### src/rtl/fir0_pkg.sv
// Shared constants, coefficient tables and arithmetic helpers for the fir0 interpolate-by-2 filter.
// The optional FIR0_ROUND_EN macro (used in fir0_tap4) selects round-half-up scaling.
package fir0_pkg;

    localparam int N_IN   = 4;
    localparam int N_OUT  = 2 * N_IN;
    localparam int DIN_W  = 16;
    localparam int COEF_W = 16;
    localparam int PROD_W = DIN_W + COEF_W;
    localparam int ACC_W  = 34;
    localparam int DOUT_W = 18;
    localparam int LANE_W = 24;
    localparam int SHIFT  = 13;
    localparam int TAPS   = 4;
    localparam int HIST   = TAPS - 1;

    // Q14 coefficients on x[n-3 .. n], oldest first
    localparam logic signed [COEF_W-1:0] PH0_COEF [TAPS] = '{16'sd0, 16'sd16384, 16'sd0, 16'sd0};
    localparam logic signed [COEF_W-1:0] PH1_COEF [TAPS] = '{-16'sd1024, 16'sd9216, 16'sd9216, -16'sd1024};

    localparam logic signed [ACC_W-1:0]  SAT_HI_ACC = 34'sd131071;
    localparam logic signed [ACC_W-1:0]  SAT_LO_ACC = -34'sd131072;
    localparam logic signed [DOUT_W-1:0] SAT_HI     = {1'b0, {(DOUT_W-1){1'b1}}};
    localparam logic signed [DOUT_W-1:0] SAT_LO     = {1'b1, {(DOUT_W-1){1'b0}}};

    function automatic logic signed [COEF_W-1:0] coef_of(input int phase, input int k);
        logic signed [COEF_W-1:0] c;
        if (phase == 0) begin
            c = PH0_COEF[k];
        end else begin
            c = PH1_COEF[k];
        end
        return c;
    endfunction

    function automatic logic signed [DOUT_W-1:0] sat_dout(input logic signed [ACC_W-1:0] v);
        logic signed [DOUT_W-1:0] r;
        if (v > SAT_HI_ACC) begin
            r = SAT_HI;
        end else if (v < SAT_LO_ACC) begin
            r = SAT_LO;
        end else begin
            r = v[DOUT_W-1:0];
        end
        return r;
    endfunction

endpackage

### src/rtl/fir0_interp2_if.sv
// AXI-Stream style input (4 complex lanes) and output (8 complex lanes) bundle for fir0_interp2.
interface fir0_interp2_if;
    import fir0_pkg::*;

    logic                         s_axis_data_tvalid;
    logic                         s_axis_data_tready;
    logic [N_IN*2*DIN_W-1:0]      s_axis_data_tdata;
    logic                         m_axis_data_tvalid;
    logic [N_OUT*2*LANE_W-1:0]    m_axis_data_tdata;

    modport slave (
        input  s_axis_data_tvalid,
        input  s_axis_data_tdata,
        output s_axis_data_tready,
        output m_axis_data_tvalid,
        output m_axis_data_tdata
    );

    modport master (
        output s_axis_data_tvalid,
        output s_axis_data_tdata,
        input  s_axis_data_tready,
        input  m_axis_data_tvalid,
        input  m_axis_data_tdata
    );

endinterface

### src/rtl/fir0_tap4.sv
// 4-tap MAC for one real component and one phase: registered products, then sum, >>13 scale
// and saturate into the output register. FIR0_ROUND_EN adds 2^12 before the shift (round-half-up).
module fir0_tap4
    import fir0_pkg::*;
#(
    parameter int PHASE = 0
) (
    input  logic                     clk_i,
    input  logic                     rst_ni,
    input  logic                     prod_en_i,
    input  logic                     sum_en_i,
    input  logic [TAPS*DIN_W-1:0]    x_i,
    output logic signed [DOUT_W-1:0] y_o
);

`ifdef FIR0_ROUND_EN
    localparam logic signed [ACC_W-1:0] RND = 34'sd4096;
`else
    localparam logic signed [ACC_W-1:0] RND = 34'sd0;
`endif

    logic signed [PROD_W-1:0] prod_d [TAPS];
    logic signed [PROD_W-1:0] prod_q [TAPS];
    logic signed [ACC_W-1:0]  acc_d;
    logic signed [DOUT_W-1:0] y_d;
    logic signed [DOUT_W-1:0] y_q;

    // Products of each window sample with its phase coefficient
    always_comb begin
        for (int k = 0; k < TAPS; k++) begin
            prod_d[k] = $signed(x_i[k*DIN_W +: DIN_W]) * coef_of(PHASE, k);
        end
    end

    // Product register, advanced only when a valid beat sits in the window stage
    always_ff @(posedge clk_i or negedge rst_ni) begin
        if (!rst_ni) begin
            for (int k = 0; k < TAPS; k++) begin
                prod_q[k] <= '0;
            end
        end else if (prod_en_i) begin
            for (int k = 0; k < TAPS; k++) begin
                prod_q[k] <= prod_d[k];
            end
        end
    end

    // Full-precision sum with the rounding offset folded in, then scale and clamp
    always_comb begin
        acc_d = RND;
        for (int k = 0; k < TAPS; k++) begin
            acc_d = acc_d + ACC_W'(prod_q[k]);
        end
        y_d = sat_dout(acc_d >>> SHIFT);
    end

    // Output register holds its value between valid beats
    always_ff @(posedge clk_i or negedge rst_ni) begin
        if (!rst_ni) begin
            y_q <= '0;
        end else if (sum_en_i) begin
            y_q <= y_d;
        end
    end

    assign y_o = y_q;

endmodule

### src/rtl/fir0_interp2.sv
// Complex interpolate-by-2 polyphase FIR, 4 samples in / 8 out per clock, 3-cycle latency.
// Build option FIR0_ROUND_EN selects round-half-up instead of floor scaling.
module fir0_interp2
    import fir0_pkg::*;
(
    input  logic          aclk,
    input  logic          aresetn,
    fir0_interp2_if.slave bus
);

    localparam int WIN_W = (HIST + N_IN) * DIN_W;

    logic                      tready_q;
    logic                      v1_q;
    logic                      v2_q;
    logic                      v3_q;
    logic                      accept_s;
    logic [N_IN*DIN_W-1:0]     re_s;
    logic [N_IN*DIN_W-1:0]     im_s;
    logic [HIST*DIN_W-1:0]     hist_re_q;
    logic [HIST*DIN_W-1:0]     hist_im_q;
    logic [WIN_W-1:0]          win_re_q;
    logic [WIN_W-1:0]          win_im_q;
    logic signed [DOUT_W-1:0]  y_re_s [N_OUT];
    logic signed [DOUT_W-1:0]  y_im_s [N_OUT];
    logic [N_OUT*2*LANE_W-1:0] tdata_s;

    assign accept_s = bus.s_axis_data_tvalid & tready_q;

    // Split the input beat into packed real and imaginary lane vectors
    always_comb begin
        re_s = '0;
        im_s = '0;
        for (int i = 0; i < N_IN; i++) begin
            re_s[i*DIN_W +: DIN_W] = bus.s_axis_data_tdata[2*DIN_W*i +: DIN_W];
            im_s[i*DIN_W +: DIN_W] = bus.s_axis_data_tdata[2*DIN_W*i + DIN_W +: DIN_W];
        end
    end

    // Handshake, valid pipeline and the 7-sample window (3 history + current beat, oldest in LSBs)
    always_ff @(posedge aclk or negedge aresetn) begin
        if (!aresetn) begin
            tready_q  <= 1'b0;
            v1_q      <= 1'b0;
            v2_q      <= 1'b0;
            v3_q      <= 1'b0;
            hist_re_q <= '0;
            hist_im_q <= '0;
            win_re_q  <= '0;
            win_im_q  <= '0;
        end else begin
            tready_q <= 1'b1;
            v1_q     <= accept_s;
            v2_q     <= v1_q;
            v3_q     <= v2_q;
            if (accept_s) begin
                win_re_q  <= {re_s, hist_re_q};
                win_im_q  <= {im_s, hist_im_q};
                hist_re_q <= re_s[N_IN*DIN_W-1 -: HIST*DIN_W];
                hist_im_q <= im_s[N_IN*DIN_W-1 -: HIST*DIN_W];
            end
        end
    end

    // Lane i sees x[n-3 .. n] at window offset i; phase 0 is even output, phase 1 odd
    for (genvar i = 0; i < N_IN; i++) begin : g_lane
        for (genvar ph = 0; ph < 2; ph++) begin : g_phase
            fir0_tap4 #(.PHASE(ph)) u_re (
                .clk_i     (aclk),
                .rst_ni    (aresetn),
                .prod_en_i (v1_q),
                .sum_en_i  (v2_q),
                .x_i       (win_re_q[i*DIN_W +: TAPS*DIN_W]),
                .y_o       (y_re_s[2*i+ph])
            );
            fir0_tap4 #(.PHASE(ph)) u_im (
                .clk_i     (aclk),
                .rst_ni    (aresetn),
                .prod_en_i (v1_q),
                .sum_en_i  (v2_q),
                .x_i       (win_im_q[i*DIN_W +: TAPS*DIN_W]),
                .y_o       (y_im_s[2*i+ph])
            );
        end
    end

    // Sign-extend each 18-bit result into its 24-bit lane slot
    always_comb begin
        tdata_s = '0;
        for (int j = 0; j < N_OUT; j++) begin
            tdata_s[2*LANE_W*j +: LANE_W]          = LANE_W'(y_re_s[j]);
            tdata_s[2*LANE_W*j + LANE_W +: LANE_W] = LANE_W'(y_im_s[j]);
        end
    end

    assign bus.s_axis_data_tready = tready_q;
    assign bus.m_axis_data_tvalid = v3_q;
    assign bus.m_axis_data_tdata  = tdata_s;

endmodule

### src/flat_wrapper.sv
// flat-port wrapper written by rule: the top's interface ports become plain ports
module fir0_interp2_flat import fir0_pkg::*;
  (aclk, aresetn, bus_s_axis_data_tvalid, bus_s_axis_data_tdata, bus_s_axis_data_tready, bus_m_axis_data_tvalid, bus_m_axis_data_tdata);
  fir0_interp2_if bus_i ();
  input  logic aclk;
  input  logic aresetn;
  input wire logic [$bits(bus_i.s_axis_data_tvalid)-1:0] bus_s_axis_data_tvalid;
  input wire logic [$bits(bus_i.s_axis_data_tdata)-1:0] bus_s_axis_data_tdata;
  output wire logic [$bits(bus_i.s_axis_data_tready)-1:0] bus_s_axis_data_tready;
  output wire logic [$bits(bus_i.m_axis_data_tvalid)-1:0] bus_m_axis_data_tvalid;
  output wire logic [$bits(bus_i.m_axis_data_tdata)-1:0] bus_m_axis_data_tdata;
  assign bus_i.s_axis_data_tvalid = bus_s_axis_data_tvalid;
  assign bus_i.s_axis_data_tdata = bus_s_axis_data_tdata;
  assign bus_s_axis_data_tready = bus_i.s_axis_data_tready;
  assign bus_m_axis_data_tvalid = bus_i.m_axis_data_tvalid;
  assign bus_m_axis_data_tdata = bus_i.m_axis_data_tdata;
  fir0_interp2 u_core (.aclk(aclk), .aresetn(aresetn), .bus(bus_i));
endmodule
### config.mk
export PLATFORM = sky130hd
export DESIGN_NAME = fir0_interp2_flat
export DESIGN_NICKNAME = d
export VERILOG_FILES = /design/src/rtl/fir0_pkg.sv /design/src/rtl/fir0_interp2_if.sv /design/src/rtl/fir0_tap4.sv /design/src/rtl/fir0_interp2.sv /design/src/flat_wrapper.sv
export SDC_FILE = /design/constraint.sdc
export NUM_CORES = 2
export LEC_CHECK = 0
export BUFFER_PORTS_ARGS = -buffer_cell sky130_fd_sc_hd__buf_4
export CORE_ASPECT_RATIO = 0.8
export CORE_MARGIN = 3
export CORE_UTILIZATION = 39
export DETAILED_ROUTE_END_ITERATION = 16
export MAX_ROUTING_LAYER = met4
export SLEW_MARGIN = 10
export SYNTH_ARGS = -nofsm -noshare
export SYNTH_HDL_FRONTEND = slang
export SYNTH_HIERARCHICAL = 1
export SYNTH_SLANG_ARGS = --single-unit
### constraint.sdc
create_clock -name aclk -period 3.9 [get_ports aclk]
set_clock_uncertainty 0.15 [all_clocks]
set_input_delay 0.585 -clock aclk [delete_from_list [all_inputs] [get_ports aclk]]
set_output_delay 0.585 -clock aclk [all_outputs]
set_load 0.03 [all_outputs]
==> implementation parameters <==
Parameter                              Value

Run
  MaxCap Viol Count    0

Timing
  Period minus WS final    4250 ps
  RSZ-0062 raised after global routing    true
  Setup slack after layout    -348 ps
  Peak clock frequency supported by timing    ~0.24 GHz
  Final count of pins violating max slew    0
  Final number of hold-violating endpoints    0
  Remaining max-slew budget at the tightest pin    0.151
  Number of failing setup endpoints in the final timing report    roughly 120
  Worst Tran Pin Value    roughly 1300 ps
  Total Neg Setup Slack    -28470 ps
  Final period util    1.09

Global routing
  Wire length of the first global-routing pass    408 mm
  Antenna violations before repair    19
  Combined global-route utilization of all metal layers    0.246
  Maximum number of pins on one net before global-route repair    151
  Vias in the first global route    approximately 65000
  Total congestion overflow    0

Clock tree
  Number of buffers created by CTS    150
  H-Tree Depth    4
  Clock Root Buffer    sky130_fd_sc_hd__clkbuf_16
  TritonCTS clock tree    built
  Later-pin clock latency in the skew report    between 800 and 900 ps
  Sinks on Clock Net    approximately 1300
  Buffer levels on the longest clock path    3
  Clock-pin slew of the registers on the worst-case setup and hold paths    roughly 60 ps

Die
  Initial Util    0.393
  Horizontal die dimension    ~530 microns
  Die Outline Area    between 0.2 and 0.25 sq mm
  Number of I/O pins    517
  Floorplan die height    422 microns
  Number of cell rows    roughly 150
  Core outline area    0.215 sq mm

Setup path
  Req. time, crit path    about 4400 ps
  Worst setup SP type    flip-flop
  Setup slack on the worst flop-to-flop path    -350 ps
  Worst-path maximum fanout    12
  CP Class    flip-flop to flip-flop
  Worst R2R Path Depth    17
  Critical path capture point type    flip-flop
  Critical path data arrival time    4770 ps

Synth
  Syn Area/Cell    between 10 and 15 sq um
  Ys Warns    6
  Post-synth top flop    sky130_fd_sc_hd__dfrtp_1
  Instance count of the mapped netlist    roughly 8100
  Number of synthesized register bits    between 1000 and 1500
  Syn Nets    around 9000
  Number of enable-type register cells in the synthesized netlist    0
  Proportion of synthesized flip-flops having asynchronous set or reset    1.00
  Seq/Total Area, Yosys    0.390
  Post-Synthesis Cell Area    0.0845 sq mm
  Number of distinct library cells after synthesis    about 120

Layout
  Final #Nets    between 10000 and 15000
  Util after Layout    0.483
  Synth-to-layout area growth    22.9%
  Fraction of layout cells with a size suffix above 1    0.258

Drt
  Antenna-violating nets left    0
  Drt wl/cell    approximately 22 microns
  Routed vias    around 64000
  Average via count per standard cell    5.25
  First drt pass iteration count    5
  Drt drc    0
  Number of DRC markers in iteration 0    between 5000 and 6000
  Total wire length    roughly 270 mm

Placed design
  Number of buffer cells added on primary ports    508
  Worst setup slack after placement    -630 ps
  Routability congestion estimate    between 0.9 and 1
  DP HPWL    202 mm

Min path
  Hold Path Class    primary input to flip-flop
  Min-Delay Path Depth    3

Outcome
  Failing checks    setup timing
  Status    finished, violations left
what timing repair did:
item / in CTS / in global routing
endpoints found under the hold margin: 209 / 0
gates resized for setup: 143 / 186
cloned: 16 / 4
endpoints found under the setup margin: 143 / 163
pin swaps: 54 / 87
buffers inserted: 30 / 26
hold buffers: 129 / 0
worst max-delay path: stages (launching register included):
cell and delay, ps:
sky130_fd_sc_hd__dfrtp_1 380, sky130_fd_sc_hd__inv_2 70, sky130_fd_sc_hd__fa_1 430, sky130_fd_sc_hd__fa_1 510
sky130_fd_sc_hd__inv_1 50, sky130_fd_sc_hd__ha_1 270, sky130_fd_sc_hd__and4b_2 300, sky130_fd_sc_hd__nor4_4 60
sky130_fd_sc_hd__nor3_4 230, sky130_fd_sc_hd__o21ai_4 110, sky130_fd_sc_hd__o2111ai_4 240, sky130_fd_sc_hd__nand3_4 150
sky130_fd_sc_hd__buf_6 150, sky130_fd_sc_hd__a21bo_1 170, sky130_fd_sc_hd__a41o_1 270, sky130_fd_sc_hd__a211oi_2 240
sky130_fd_sc_hd__buf_6 210, sky130_fd_sc_hd__o32ai_1 110
cells in the final DEF (no fill, tap or decap), types with 23 or more instances in the layout:
cell / synthesis / layout
sky130_fd_sc_hd__mux2_4: 209 / 209
sky130_fd_sc_hd__dlygate4sd3_1: 0 / 129
sky130_fd_sc_hd__a21oi_1: 287 / 266
sky130_fd_sc_hd__dfrtp_1: 1316 / 1308
sky130_fd_sc_hd__xnor2_1: 308 / 300
sky130_fd_sc_hd__buf_4: 112 / 1141
sky130_fd_sc_hd__nor4_1: 49 / 46
sky130_fd_sc_hd__clkbuf_8: 0 / 29
sky130_fd_sc_hd__xor2_1: 156 / 153
sky130_fd_sc_hd__clkinv_2: 0 / 23
sky130_fd_sc_hd__a221o_1: 25 / 25
sky130_fd_sc_hd__o21a_1: 24 / 24
sky130_fd_sc_hd__clkbuf_16: 0 / 153
sky130_fd_sc_hd__ha_4: 0 / 30
sky130_fd_sc_hd__fa_1: 368 / 359
sky130_fd_sc_hd__and3_1: 64 / 60
sky130_fd_sc_hd__o21bai_1: 35 / 34
sky130_fd_sc_hd__nand2b_1: 68 / 68
sky130_fd_sc_hd__a31oi_1: 29 / 27
sky130_fd_sc_hd__or2_2: 51 / 49
sky130_fd_sc_hd__or4_1: 26 / 26
sky130_fd_sc_hd__mux2_2: 295 / 295
sky130_fd_sc_hd__o221ai_2: 16 / 23
sky130_fd_sc_hd__nor2b_1: 56 / 56
sky130_fd_sc_hd__o22ai_2: 12 / 23
sky130_fd_sc_hd__ha_1: 648 / 615
sky130_fd_sc_hd__inv_2: 3 / 58
sky130_fd_sc_hd__clkbuf_1: 149 / 29
sky130_fd_sc_hd__o21ai_0: 810 / 781
sky130_fd_sc_hd__or3_1: 101 / 101
sky130_fd_sc_hd__nand2_1: 527 / 525
sky130_fd_sc_hd__nor2_1: 250 / 249
sky130_fd_sc_hd__buf_6: 35 / 26
sky130_fd_sc_hd__inv_1: 1146 / 1090
sky130_fd_sc_hd__mux2i_1: 26 / 25
sky130_fd_sc_hd__o21ai_1: 16 / 24
sky130_fd_sc_hd__buf_12: 16 / 48
sky130_fd_sc_hd__nor3_1: 106 / 106
sky130_fd_sc_hd__nand3_1: 149 / 144
sky130_fd_sc_hd__a21o_1: 130 / 130
stage by stage:
step | hold WS, ps | area [sq um] | std cells
floorplan | 139 | 84900 | 8106
global placement | 308 | 95400 | 11800
detailed placement | 316 | 95400 | 11800
CTS | 151 | 103000 | 12200
global route | 167 | 104000 | 12200
finish | 214 | 104000 | 12200
flip-flops by register name, indices dropped and copies added, names as in the netlist, 48 cells and up:
signal / cells
u_core/hist_im_q: 48
u_core/g_lane.g_phase.u_im/y_o: 136
u_core/g_lane.g_phase.u_re/prod_q: 408
u_core/hist_re_q: 48
u_core/g_lane.g_phase.u_re/y_o: 136
u_core/g_lane.g_phase.u_im/prod_q: 408
u_core/win_re_q: 64
u_core/win_im_q: 64
logic make-up (layout without fill, tap and decap cells):
| kind of cell | count (synthesis) | count (layout) | share of synthesized area |
|---|---|---|---|
| AOI/OAI and AO/OA | 1696 | 1704 | 0.127 |
| xor gates and xnor gates | 467 | 467 | 0.0487 |
| adders and majority gates | 1016 | 1016 | 0.183 |
| buffers and inverters | 1511 | 2771 | 0.0789 |
| DFF | 1316 | 1316 | 0.390 |
| muxes | 530 | 530 | 0.0796 |
| other | 9 | 15 | 0.000400 |
| and+or+nand+nor | 1561 | 1561 | 0.0920 |
cell type report:
class                           instances  area [sq um]
Sequential cell                      1316         32900
Multi-Input combinational cell       5287         46600
Inverter                             1151          4330
Tap cell                             2849          3560
Timing Repair Buffer                 1352         11300
Fill cell                           19600        111000
Clock inverter                         58           726
Antenna cell                            6          15.0
Clock buffer                          210          4310
synth_stat cells (27+ instances only):
cell / number / area (sq um)
sky130_fd_sc_hd__o22ai_1: 33 / 206
sky130_fd_sc_hd__or2_2: 51 / 319
sky130_fd_sc_hd__mux2_2: 295 / 3320
sky130_fd_sc_hd__nand2b_1: 68 / 425
sky130_fd_sc_hd__a31oi_1: 29 / 181
sky130_fd_sc_hd__fa_1: 368 / 7370
sky130_fd_sc_hd__a211oi_1: 27 / 203
sky130_fd_sc_hd__nor3_1: 106 / 531
sky130_fd_sc_hd__or3_1: 101 / 632
sky130_fd_sc_hd__inv_1: 1146 / 4300
sky130_fd_sc_hd__nand3_1: 149 / 746
sky130_fd_sc_hd__ha_1: 648 / 8110
sky130_fd_sc_hd__mux2_4: 209 / 3140
sky130_fd_sc_hd__and3_1: 64 / 400
sky130_fd_sc_hd__a21o_1: 130 / 976
sky130_fd_sc_hd__nand2_1: 527 / 1980
sky130_fd_sc_hd__o21ai_0: 810 / 4050
sky130_fd_sc_hd__a21oi_1: 287 / 1440
sky130_fd_sc_hd__xor2_1: 156 / 1370
sky130_fd_sc_hd__dfrtp_1: 1316 / 32900
sky130_fd_sc_hd__buf_4: 112 / 841
sky130_fd_sc_hd__xnor2_1: 308 / 2700
sky130_fd_sc_hd__clkbuf_1: 149 / 559
sky130_fd_sc_hd__o21bai_1: 35 / 263
sky130_fd_sc_hd__nor4_1: 49 / 307
sky130_fd_sc_hd__buf_6: 35 / 394
sky130_fd_sc_hd__nor2_1: 250 / 938
sky130_fd_sc_hd__nor2b_1: 56 / 350
layer usage:
layer | part of all wire | up-vias | global-route usage
li1 | - | 29700 | -
met1 | 0.48 | 32400 | 0.358
met2 | 0.42 | 1803 | 0.346
met3 | 0.076 | 335 | 0.0578
met4 | 0.022 | 0 | 0.0554
met5 | 0 | - | -
path summary, 6_finish.rpt:
path,startpoint,endpoint
max,u_core/g_lane[2].g_phase[1].u_re/prod_q[76]$_DFFE_PN0P_,u_core/g_lane[2].g_phase[1].u_re/y_o[15]$_DFFE_PN0P_
min in group asynchronous,aresetn,u_core/win_re_q[63]$_DFFE_PN0P_
min,bus_s_axis_data_tvalid,u_core/v1_q$_DFF_PN0_
min reg2reg,u_core/g_lane[2].g_phase[1].u_im/prod_q[30]$_DFFE_PN0P_,u_core/g_lane[2].g_phase[1].u_im/prod_q[30]$_DFFE_PN0P_
max in group asynchronous,aresetn,u_core/g_lane[1].g_phase[1].u_re/prod_q[48]$_DFFE_PN0P_
max reg2reg,u_core/g_lane[2].g_phase[1].u_re/prod_q[76]$_DFFE_PN0P_,u_core/g_lane[2].g_phase[1].u_re/y_o[15]$_DFFE_PN0P_
Power is not shown: default switching activity piles up to over one toggle a cycle in this logic, so the estimate is an artifact.
